[src/rtl/uart_word_loader.sv]
`default_nettype none
// +--------------------------------------------------------------------------+
// | uart_word_loader: packs a length-prefixed little-endian UART byte stream  |
// | into 32-bit instruction-memory writes. Option: UART_WORD_LOADER_CHECKSUM_EN|
// | Revision: 1.0                                                            |
// +--------------------------------------------------------------------------+
module uart_word_loader #(
  parameter int unsigned ADDR_WIDTH     = 12,
  parameter int unsigned BASE_ADDR      = 0,
  parameter int unsigned TIMEOUT_CYCLES = 1_000_000
) (
  input  logic                  clk,
  input  logic                  rst,
  input  logic                  enable,
  input  logic                  in_valid,
  input  logic [7:0]            in_data,
  output logic                  mem_we,
  output logic [ADDR_WIDTH-1:0] mem_addr,
  output logic [31:0]           mem_wdata,
  output logic                  busy,
  output logic                  done,
  output logic                  error
);

  localparam logic [2:0] c_S_IDLE  = 3'd0;
  localparam logic [2:0] c_S_LEN   = 3'd1;
  localparam logic [2:0] c_S_DATA  = 3'd2;
  localparam logic [2:0] c_S_WRITE = 3'd3;
  localparam logic [2:0] c_S_CHECK = 3'd4;
  localparam logic [2:0] c_S_DONE  = 3'd5;
  localparam logic [2:0] c_S_ERROR = 3'd6;

  // Largest image that still fits between BASE_ADDR and the top of memory.
  localparam logic [32:0] c_LIMIT    = (33'd1 << ADDR_WIDTH) - 33'(BASE_ADDR);
  localparam logic [31:0] c_TMO_LAST = 32'(TIMEOUT_CYCLES - 1);

  logic [2:0]            r_state;
  logic [2:0]            w_next;
  logic [1:0]            r_byte_cnt;
  logic [23:0]           r_shift;
  logic [31:0]           r_len;
  logic [31:0]           r_word_idx;
  logic [31:0]           r_timer;
  logic [ADDR_WIDTH-1:0] r_mem_addr;
  logic [31:0]           r_mem_wdata;

  logic [31:0]           w_word;
  logic                  w_last;
  logic                  w_timeout;
  logic                  w_shift_en;
  logic                  w_counting;
  logic [ADDR_WIDTH-1:0] w_addr;

  assign w_word     = {in_data, r_shift};
  assign w_last     = (r_word_idx + 32'd1) == r_len;
  assign w_timeout  = !in_valid && (r_timer == c_TMO_LAST);
  assign w_addr     = ADDR_WIDTH'(BASE_ADDR) + r_word_idx[ADDR_WIDTH-1:0];
  assign w_counting = (r_state == c_S_LEN) || (r_state == c_S_DATA) || (r_state == c_S_CHECK);
  // A byte landing in the final WRITE belongs to the checksum, not a new word.
  assign w_shift_en = enable && in_valid &&
                      ((r_state == c_S_IDLE) || (r_state == c_S_LEN) || (r_state == c_S_DATA) ||
                       ((r_state == c_S_WRITE) && !w_last));

`ifdef UART_WORD_LOADER_CHECKSUM_EN
  logic [7:0] r_csum;
  logic       w_csum_ok;
  assign w_csum_ok = (in_data == r_csum);
`endif

  always_ff @(posedge clk) begin
    if (!rst) r_state <= c_S_IDLE;
    else      r_state <= w_next;
  end

  always_comb begin
    w_next = r_state;
    case (r_state)
      c_S_IDLE: if (in_valid) w_next = c_S_LEN;
      c_S_LEN: begin
        if (in_valid && (r_byte_cnt == 2'd3)) begin
          if (w_word == 32'd0)                w_next = c_S_DONE;
          else if ({1'b0, w_word} > c_LIMIT)  w_next = c_S_ERROR;
          else                                w_next = c_S_DATA;
        end else if (w_timeout) begin
          w_next = c_S_ERROR;
        end
      end
      c_S_DATA: begin
        if (in_valid && (r_byte_cnt == 2'd3)) w_next = c_S_WRITE;
        else if (w_timeout)                   w_next = c_S_ERROR;
      end
      c_S_WRITE: begin
        if (!w_last) begin
          w_next = c_S_DATA;
        end else begin
`ifdef UART_WORD_LOADER_CHECKSUM_EN
          if (in_valid) w_next = w_csum_ok ? c_S_DONE : c_S_ERROR;
          else          w_next = c_S_CHECK;
`else
          w_next = c_S_DONE;
`endif
        end
      end
`ifdef UART_WORD_LOADER_CHECKSUM_EN
      c_S_CHECK: begin
        if (in_valid)       w_next = w_csum_ok ? c_S_DONE : c_S_ERROR;
        else if (w_timeout) w_next = c_S_ERROR;
      end
`endif
      c_S_DONE:  w_next = c_S_DONE;
      c_S_ERROR: w_next = c_S_ERROR;
      default:   w_next = c_S_IDLE;
    endcase
    if (!enable) w_next = c_S_IDLE;
  end

  always_comb begin
    mem_we    = 1'b0;
    busy      = 1'b0;
    done      = 1'b0;
    error     = 1'b0;
    mem_addr  = r_mem_addr;
    mem_wdata = r_mem_wdata;
    case (r_state)
      c_S_LEN, c_S_DATA, c_S_CHECK: busy = 1'b1;
      c_S_WRITE: begin
        busy   = 1'b1;
        mem_we = 1'b1;
      end
      c_S_DONE:  done  = 1'b1;
      c_S_ERROR: error = 1'b1;
      default:   busy  = 1'b0;
    endcase
  end

  always_ff @(posedge clk) begin
    if (!rst) begin
      r_byte_cnt  <= 2'd0;
      r_shift     <= 24'd0;
      r_len       <= 32'd0;
      r_word_idx  <= 32'd0;
      r_timer     <= 32'd0;
      r_mem_addr  <= '0;
      r_mem_wdata <= 32'd0;
    end else if (!enable) begin
      r_byte_cnt  <= 2'd0;
      r_shift     <= 24'd0;
      r_len       <= 32'd0;
      r_word_idx  <= 32'd0;
      r_timer     <= 32'd0;
    end else begin
      if ((w_next != r_state) || in_valid) r_timer <= 32'd0;
      else if (w_counting)                 r_timer <= r_timer + 32'd1;

      if (w_shift_en) begin
        r_shift    <= w_word[31:8];
        r_byte_cnt <= r_byte_cnt + 2'd1;
      end
      if ((r_state == c_S_LEN) && in_valid && (r_byte_cnt == 2'd3)) r_len <= w_word;
      // Latch the write here so address/data hold after the WRITE cycle.
      if ((r_state == c_S_DATA) && in_valid && (r_byte_cnt == 2'd3)) begin
        r_mem_wdata <= w_word;
        r_mem_addr  <= w_addr;
      end
      if (r_state == c_S_WRITE) r_word_idx <= r_word_idx + 32'd1;
    end
  end

`ifdef UART_WORD_LOADER_CHECKSUM_EN
  always_ff @(posedge clk) begin
    if (!rst || !enable) begin
      r_csum <= 8'd0;
    end else if (in_valid && (((r_state == c_S_DATA)) ||
                              ((r_state == c_S_WRITE) && !w_last))) begin
      r_csum <= r_csum ^ in_data;
    end
  end
`endif

endmodule
`default_nettype wire

[config.mk]
export PLATFORM = sky130hd
export DESIGN_NAME = uart_word_loader
export DESIGN_NICKNAME = d
export VERILOG_FILES = /design/src/rtl/uart_word_loader.sv
export SDC_FILE = /design/constraint.sdc
export NUM_CORES = 1
export LEC_CHECK = 0
export CAP_MARGIN = 25
export CORE_MARGIN = 4
export CORE_UTILIZATION = 63
export CTS_CLUSTER_SIZE = 40
export DETAILED_ROUTE_END_ITERATION = 10
export PLACE_DENSITY = 0.92
export SYNTH_ARGS = -nofsm -noshare
export SYNTH_HDL_FRONTEND = slang
export SYNTH_SLANG_ARGS = --single-unit
[constraint.sdc]
create_clock -name clk -period 4.66 [get_ports clk]
set_clock_uncertainty 0.05 [all_clocks]
set_input_delay 0.699 -clock clk [delete_from_list [all_inputs] [get_ports clk]]
set_output_delay 0.699 -clock clk [all_outputs]
set_load 0.02 [all_outputs]
==> run_results.csv, run 1 <==
group,metric,value,unit
logic_synthesis,synth.most_common_cell,"nand2_1",
logic_synthesis,synth.area.mux_share,0.03584,
routing,ant_nets,0,
setup_path,required,3.91,ns
global_routing,grt_use_total,0.2713,
global_routing,busiest_layer,"met2",
placement,dpl_cell_area,0.008725,sq mm
placement,place_congestion,0.8992,
routing,post_drt_wl_per_cell,16.32,um
logic_synthesis,synth_xor_area_frac,0.1135,
worst_hold_path,min_to,"mem_addr[4]$_SDFFE_PN0P_",
worst_hold_path,min_path_cells,2,
sta,rsz0062_at_grt,"no",
die,rows,41,
setup_path,cp_max_fo,14,
sta,setup_viol,0,
layout,design_area,0.009368,sq mm
sta,worst_pin_slew,0.9132,ns
clock_tree,clock_sinks,169,
setup_path,max_stage_delay,0.66,ns
clock_tree,cts_setup_buffers,0,
global_routing,met2_usage,0.4446,
clock_tree,cts_tree,"built",
global_routing,grt_pass1_wl,32.18,mm
setup_path,start_kind,"flop",
routing,drt_iter0_markers,645,
setup_path,critical_path_class,"reg2out",
sta,fin_crit_sh,0.7457,
job,max-cap-violations,0,
placement,dp_slack,0.8427,ns
logic_synthesis,synth-adder-area-share,0.004634,
layout,fin_cells,1182,
logic_synthesis,synthSimpleGateAreaFrac,0.2943,
clock_tree,htreeDepth,4,
worst_hold_path,holdCritStartpoint,"mem_addr[4]$_SDFFE_PN0P_",
routing,dr.pass1.iters,5,
die,fp.dieW,121.4,um
global_routing,grt_pass1_vias,6637,
logic_synthesis,yosys.area.top_type,"dfxtp_1",
placement,place_inst,1149,
pwr,p_leak,0.003145,uW
logic_synthesis,syn-cell-area,0.008100,sq mm
setup_path,r2r-start,"r_word_idx[0]$_SDFFE_PN0P_",
routing,drc,0,
placement,place_hpwl,13.12,mm
logic_synthesis,seq_area_frac_synth,0.4177,
setup_path,critPathCaptureType,"output pin",
layout,drive_gt1_frac,0.08416,
die,core_area,0.01262,sq mm
status,status,"complete, no violations",
placement,numPortBuffers,59,
logic_synthesis,synth_top_family_by_area,"simple AND/OR/NAND/NOR gates",
setup_path,slowest_stage,"clkdlybuf4s50_1",
layout,final-seq-area,0.003383,sq mm
layout,fin_util,0.7423,
logic_synthesis,synth_top_cell_area_share,0.4177,
sta,max_freq,287.8,MHz
logic_synthesis,synth.avg_cell_area,8.342,sq um
setup_path,reg2reg_depth,10,
logic_synthesis,synth_area_leaders,"dfxtp_1 (42%), nand2_1 (10%), xor2_1 (6.1%)",
global_routing,gr-total-overflow,0,
logic_synthesis,synth_compound_area_frac,0.09824,
clock_tree,clkTransAtPathRegs,0.06,ns
sta,hold_viol_final,0,
setup_path,r2r-end,"r_timer[16]$_SDFFE_PP0P_",
routing,num_vias,6993,
setup_path,arrival,2.73,ns
die,die_y,121.4,um
clock_tree,ctsRootBufferMaster,"clkbuf_16",
setup_path,worstPathCellList,"inv_1 > nand3_1 > clkinv_1 > clkdlybuf4s50_1",
logic_synthesis,syn_inst,971,
pwr,power_density,319.7,mW/mm^2
logic_synthesis,synth_common_cells,"nand2_1 (224), dfxtp_1 (169), nor2_1 (56), xor2_1 (56), xnor2_1 (49)",
clock_tree,worstSkewPairLatency,0.44,ns
logic_synthesis,yosysWarnings,0,
layout,nNetsFinal,1012,
die,initial_core_util,0.6419,
layout,multi_input_area,0.004448,sq mm
logic_synthesis,synthFlopType,"dfxtp_1",
sta,tns,0,ns
setup_path,reg2reg_slack,1.22,ns
routing,viasPerCell,5.916,
sta,period_needed,3.475,ns
sta,report.final.slew_viol_count,0,
clock_tree,hold_buffers,0,
layout,fillers,872,
die,die-area,0.01474,sq mm
layout,n_antenna_cell,0,
sta,setup_ws,1.185,ns
clock_tree,clk_path_buf_depth,2,
global_routing,antenna_found_initial,0,
routing,routed_wl,19.29,mm
clock_tree,cts_buffers,17,
sta,relSlewSlack,0.3912,
die,ios,60,
global_routing,use_met3,0.06434,
logic_synthesis,synth_cell_types,64,
layout,area_growth,15.65,%
logic_synthesis,syn_nets,986,
worst_hold_path,hp-class,"reg2reg",
logic_synthesis,async_reset_ff_frac,0,
global_routing,grt_max_degree,67,
logic_synthesis,synth-edff-count,0,
pwr,ir_drop,265.5,uV
global_routing,use_met1,0.3453,
clock_tree,ctsResizeCount,0,
logic_synthesis,ys_ff_latch,169,
==> worst max-delay path by stage <==
stage / start / endpoint / depth (start not counted)
after floorplan: in_data[3] / r_timer[0]$_SDFFE_PP0P_ / 9
after global routing: r_word_idx[0]$_SDFFE_PN0P_ / r_timer[16]$_SDFFE_PP0P_ / 11
after global placement: in_valid / r_timer[18]$_SDFFE_PP0P_ / 9
final: r_state[2]$_SDFF_PN0_ / mem_we / 4
after detailed placement: in_data[0] / r_timer[16]$_SDFFE_PP0P_ / 11
after CTS: r_word_idx[0]$_SDFFE_PN0P_ / r_timer[16]$_SDFFE_PP0P_ / 11
==> kinds of logic (layout without fill, tap and decap cells) <==
kind of cell,Yosys count,count (layout)
muxes,29,29
xor gates and xnor gates,105,105
adders and majority gates,3,3
DFF,169,169
AOI/OAI and AO/OA,126,126
and+or+nand+nor,476,476
buffers and inverters,63,102
==> metrics by stage <==
stage	power (uW)	hold slack (ns)
after floorplan	1529	0.3978
after global routing	3070	0.4344
final	2995	0.4128
after CTS	3007	0.4159
after global placement	1550	0.3999
after detailed placement	1555	0.4081
==> worst max-delay path: cells and delay by family (launching register included) <==
kind                   cells  cell delay [ns]
buffers and inverters      3             1.31
DFF                        1             0.60
and+or+nand+nor            1             0.38
==> cells in the final DEF, fill, tap and decap left out, types with 3 or more instances in the layout <==
cell type / n
a31oi_1: 6
or2_1: 3
xnor2_1: 49
or3_1: 11
and4_1: 8
nor2_2: 25
a21oi_1: 47
nand2_1: 223
nor3_2: 3
o21ai_0: 14
nand4_1: 24
inv_1: 3
inv_6: 5
and2_1: 8
mux2i_1: 29
xor2_1: 56
buf_4: 4
clkbuf_16: 17
nor4_1: 20
ha_1: 3
nor2_1: 56
nor2b_1: 3
and3_1: 18
bufinv_16: 3
dfxtp_1: 169
a21boi_0: 46
nand3_1: 30
nand2b_1: 4
nor3_1: 13
clkdlybuf4s50_1: 59
==> sequential cells by signal, summed over array words and instances, names as in the netlist <==
name and count:
mem_addr 12, r_state 3, mem_wdata 32, r_timer 32
r_word_idx 32, r_len 32, r_shift 24, r_byte_cnt 2
==> layer usage <==
metal,share of wire,vias up
li1,-,3372
met1,0.43,3327
met2,0.48,252
met3,0.063,42
met4,0.027,0
met5,0,-
==> where the power goes <==
group / total (uW) / internal, uW / switching (uW)
Sequential: 1450 / 1450 / 3.27
Clock: 1470 / 859 / 613
Combinational: 73.3 / 28.9 / 44.4
==> final cells by class <==
cell class                      count  area share
Clock buffer                       19     0.04621
Clock inverter                     13     0.01950
Inverter                            4    0.001603
Multi-Input combinational cell    739      0.4748
Sequential cell                   169      0.3612
Tap cell                          172     0.02297
Timing Repair Buffer               66     0.07373
Note: power is estimated with default switching activity, not from simulation.
==> run 2: changes to the inputs <==
--- a/config.mk
+++ b/config.mk
@@ -7,10 +7,10 @@
 export LEC_CHECK = 0
 export CAP_MARGIN = 25
 export CORE_MARGIN = 4
-export CORE_UTILIZATION = 63
+export CORE_UTILIZATION = 53
 export CTS_CLUSTER_SIZE = 40
 export DETAILED_ROUTE_END_ITERATION = 10
-export PLACE_DENSITY = 0.92
+export PLACE_DENSITY = 0.83
 export SYNTH_ARGS = -nofsm -noshare
 export SYNTH_HDL_FRONTEND = slang
 export SYNTH_SLANG_ARGS = --single-unit
==> constraint.sdc (replaced) <==
create_clock -name clk -period 3.13 [get_ports clk]
set_clock_uncertainty 0.05 [all_clocks]
set_input_delay 0.4695 -clock clk [delete_from_list [all_inputs] [get_ports clk]]
set_output_delay 0.4695 -clock clk [all_outputs]
set_load 0.02 [all_outputs]
==> run 2 against run 1 <==
Net effect:
- design area increased by 4.1%
- critical path depth increased by 6
- global-route usage decreased by 5.0 points
- die area increased by 18%
- critical path type is now reg2reg
- largest power group is now registers
- sequential cell count unchanged
- routed wire length increased by 1.9%
- via count increased by 0.86%
- register-to-register slack got worse by 1.2 ns
- setup slack got worse by 1.1 ns
- clock power increased by 42%
- utilization decreased by 8.2 points
- combinational power increased by 68%
==> run_results.csv, run 2 (synthesis results as in run 1) <==
group,metric,value,unit
status,status,"complete, no violations",
clock_tree,ctsRootBufferMaster,"clkbuf_16",
pwr,switchingPower,1080,uW
layout,mostFrequentLayoutCell,"nand2_1",
layout,n_antenna_cell,0,
setup_path,critPathCaptureType,"flop",
setup_path,max_stage_delay,0.45,ns
global_routing,gr-total-overflow,0,
layout,area_growth,20.34,%
layout,final_cell_mix,"nand2_1 (223), dfxtp_1 (169), clkdlybuf4s50_1 (59)",
pwr,seqPwrFrac,0.494,
pwr,p_comb_frac,0.028,
sta,fin_crit_sh,0.9803,
pwr,clockPowerShare,0.478,
global_routing,grt_max_degree,67,
setup_path,cp_max_fo,9,
sta,hold_slack,0.4133,ns
pwr,swShare,0.2474,
clock_tree,htreeDepth,4,
routing,drc,0,
sta,relSlewSlack,0.5480,
pwr,total_power,4365,uW
clock_tree,clock_sinks,169,
layout,nNetsFinal,1054,
setup_path,path_buf_inv,1,
routing,route.met3.wl,1.187,mm
sta,worst_pin_slew,0.6779,ns
routing,wl_met1,8.466,mm
setup_path,reg2reg_depth,10,
routing,ant_nets,0,
routing,drt_iter0_markers,493,
layout,fin_cells,1236,
sta,setup_ws,0.06156,ns
setup_path,reg2reg_slack,0.06,ns
setup_path,r2r-start,"r_word_idx[6]$_SDFFE_PN0P_",
clock_tree,cts_buffers,17,
sta,hold_viol_final,0,
die,fp.dieW,131.6,um
worst_hold_path,min_to,"mem_wdata[26]$_SDFFE_PN0P_",
die,rows,44,
sta,report.final.slew_viol_count,0,
routing,wl_met2,9.386,mm
setup_path,critical_path_class,"reg2reg",
global_routing,grt_pass1_vias,6625,
setup_path,required,3.45,ns
routing,top_layer_used,"met4",
setup_path,worstPathCellList,"nand4_2 > or2_4 > xnor2_1 > or3_1 > nor4_1 > and3_2 > and4bb_4 > nor2_4 > buf_12 > mux2i_1",
clock_tree,cts_tree,"built",
layout,drive_gt1_frac,0.1293,
routing,routed_wl,19.65,mm
placement,place_congestion,0.9687,
clock_tree,clk_path_buf_depth,2,
placement,dp_slack,-0.07380,ns
worst_hold_path,holdCritStartpoint,"mem_wdata[26]$_SDFFE_PN0P_",
sta,max_freq,325.9,MHz
die,die-area,0.01733,sq mm
die,core_area,0.01475,sq mm
placement,place_inst,1199,
setup_path,cp.depth,10,
pwr,p_int,3285,uW
placement,place_hpwl,13.37,mm
setup_path,cp_top_family,"simple AND/OR/NAND/NOR gates",
die,ios,60,
routing,viasPerCell,5.706,
routing,post_drt_wl_per_cell,15.90,um
placement,numPortBuffers,59,
setup_path,slowest_stage,"dfxtp_1",
pwr,power_density,447.8,mW/mm^2
die,die_y,131.6,um
routing,dr.pass1.iters,5,
job,max-cap-violations,0,
setup_path,r2r-end,"r_shift[15]$_SDFFE_PN0P_",
clock_tree,clkTransAtPathRegs,0.08,ns
worst_hold_path,min_path_cells,2,
sta,period_needed,3.068,ns
setup_path,start_kind,"flop",
global_routing,grt_use_total,0.2216,
global_routing,antenna_found_initial,0,
setup_path,arrival,3.38,ns
routing,num_vias,7053,
pwr,p_leak,0.003375,uW
pwr,ir_drop,420.8,uV
worst_hold_path,hp-class,"reg2reg",
die,initial_core_util,0.5490,
global_routing,grt_pass1_wl,32.13,mm
clock_tree,worstSkewPairLatency,0.44,ns
sta,setup_viol,0,
[run 2: cell count changes in the layout (fill, tap and decap cells not counted), sizes merged]
cell and delta:
buf +42, clkinv +4, bufinv -3, clkbuf -2
inv +1
[run 2: per-stage QoR]
step / area, sq um / utilization / TNS (ns)
after detailed placement: 9017 / 0.6112 / -1.301
after global routing: 9748 / 0.6607 / -0.02188
after CTS: 9624 / 0.6523 / 0
final: 9748 / 0.6607 / 0
after floorplan: 8100 / - / 0
after global placement: 9017 / 0.6112 / 0
[run 2: layout make-up]
| type | count | area [sq um] |
|---|---|---|
| fill | 1094 | 5006 |
| multi-input combinational | 739 | 4518 |
| sequential | 169 | 3383 |
| timing repair buffer | 108 | 996.0 |
| clock buffer | 17 | 425.4 |
| tap | 184 | 230.2 |
| clock inverter | 15 | 180.2 |
| inverter | 4 | 15.01 |
[run 2: worst max path at each step]
stage                          startpoint                  endpoint  slack, ns
2_1_floorplan  r_word_idx[0]$_SDFFE_PN0P_  r_shift[10]$_SDFFE_PN0P_       0.39
3_3_place_gp                   in_data[0]  r_timer[18]$_SDFFE_PP0P_      0.004
3_5_place_dp                   in_data[0]  r_timer[16]$_SDFFE_PP0P_      -0.07
4_1_cts        r_word_idx[0]$_SDFFE_PN0P_  r_timer[16]$_SDFFE_PP0P_       0.01
5_1_grt        r_word_idx[3]$_SDFFE_PN0P_   r_shift[3]$_SDFFE_PN0P_      -0.01
6_report       r_word_idx[6]$_SDFFE_PN0P_  r_shift[15]$_SDFFE_PN0P_       0.06
[run 2: what timing repair did]
action                                  4_1_cts  5_1_grt
hold buffers                                  0        0
endpoints found under the setup margin        1       61
resized for setup                             1       11
endpoints found under the hold margin         0        0
setup buffers                                 0        5
pin swaps                                     0        9
gates cloned                                  0        0
[run 2: routing by layer]
layer,vias up,GRT usage
li1,3454,-
met1,3306,0.2824
met2,243,0.3599
met3,50,0.04817
met4,0,0.1027
met5,-,0
[run 2: power by group through the flow]
stage	combinational [uW]	sequential [uW]	clock (uW)
4_1_cts	119	2160	2110
3_3_place_gp	117	2210	0
3_5_place_dp	118	2210	0
2_1_floorplan	71.9	2200	0
5_1_grt	131	2160	2200
6_report	123	2160	2090
[run 2: worst reg2reg max path, stage by stage (launching register included)]
cell and delay (ns):
dfxtp_1 0.45, nand4_2 0.28, or2_4 0.36, xnor2_1 0.15, or3_1 0.36, nor4_1 0.35, and3_2 0.33, and4bb_4 0.29
nor2_4 0.05, buf_12 0.15, mux2i_1 0.18
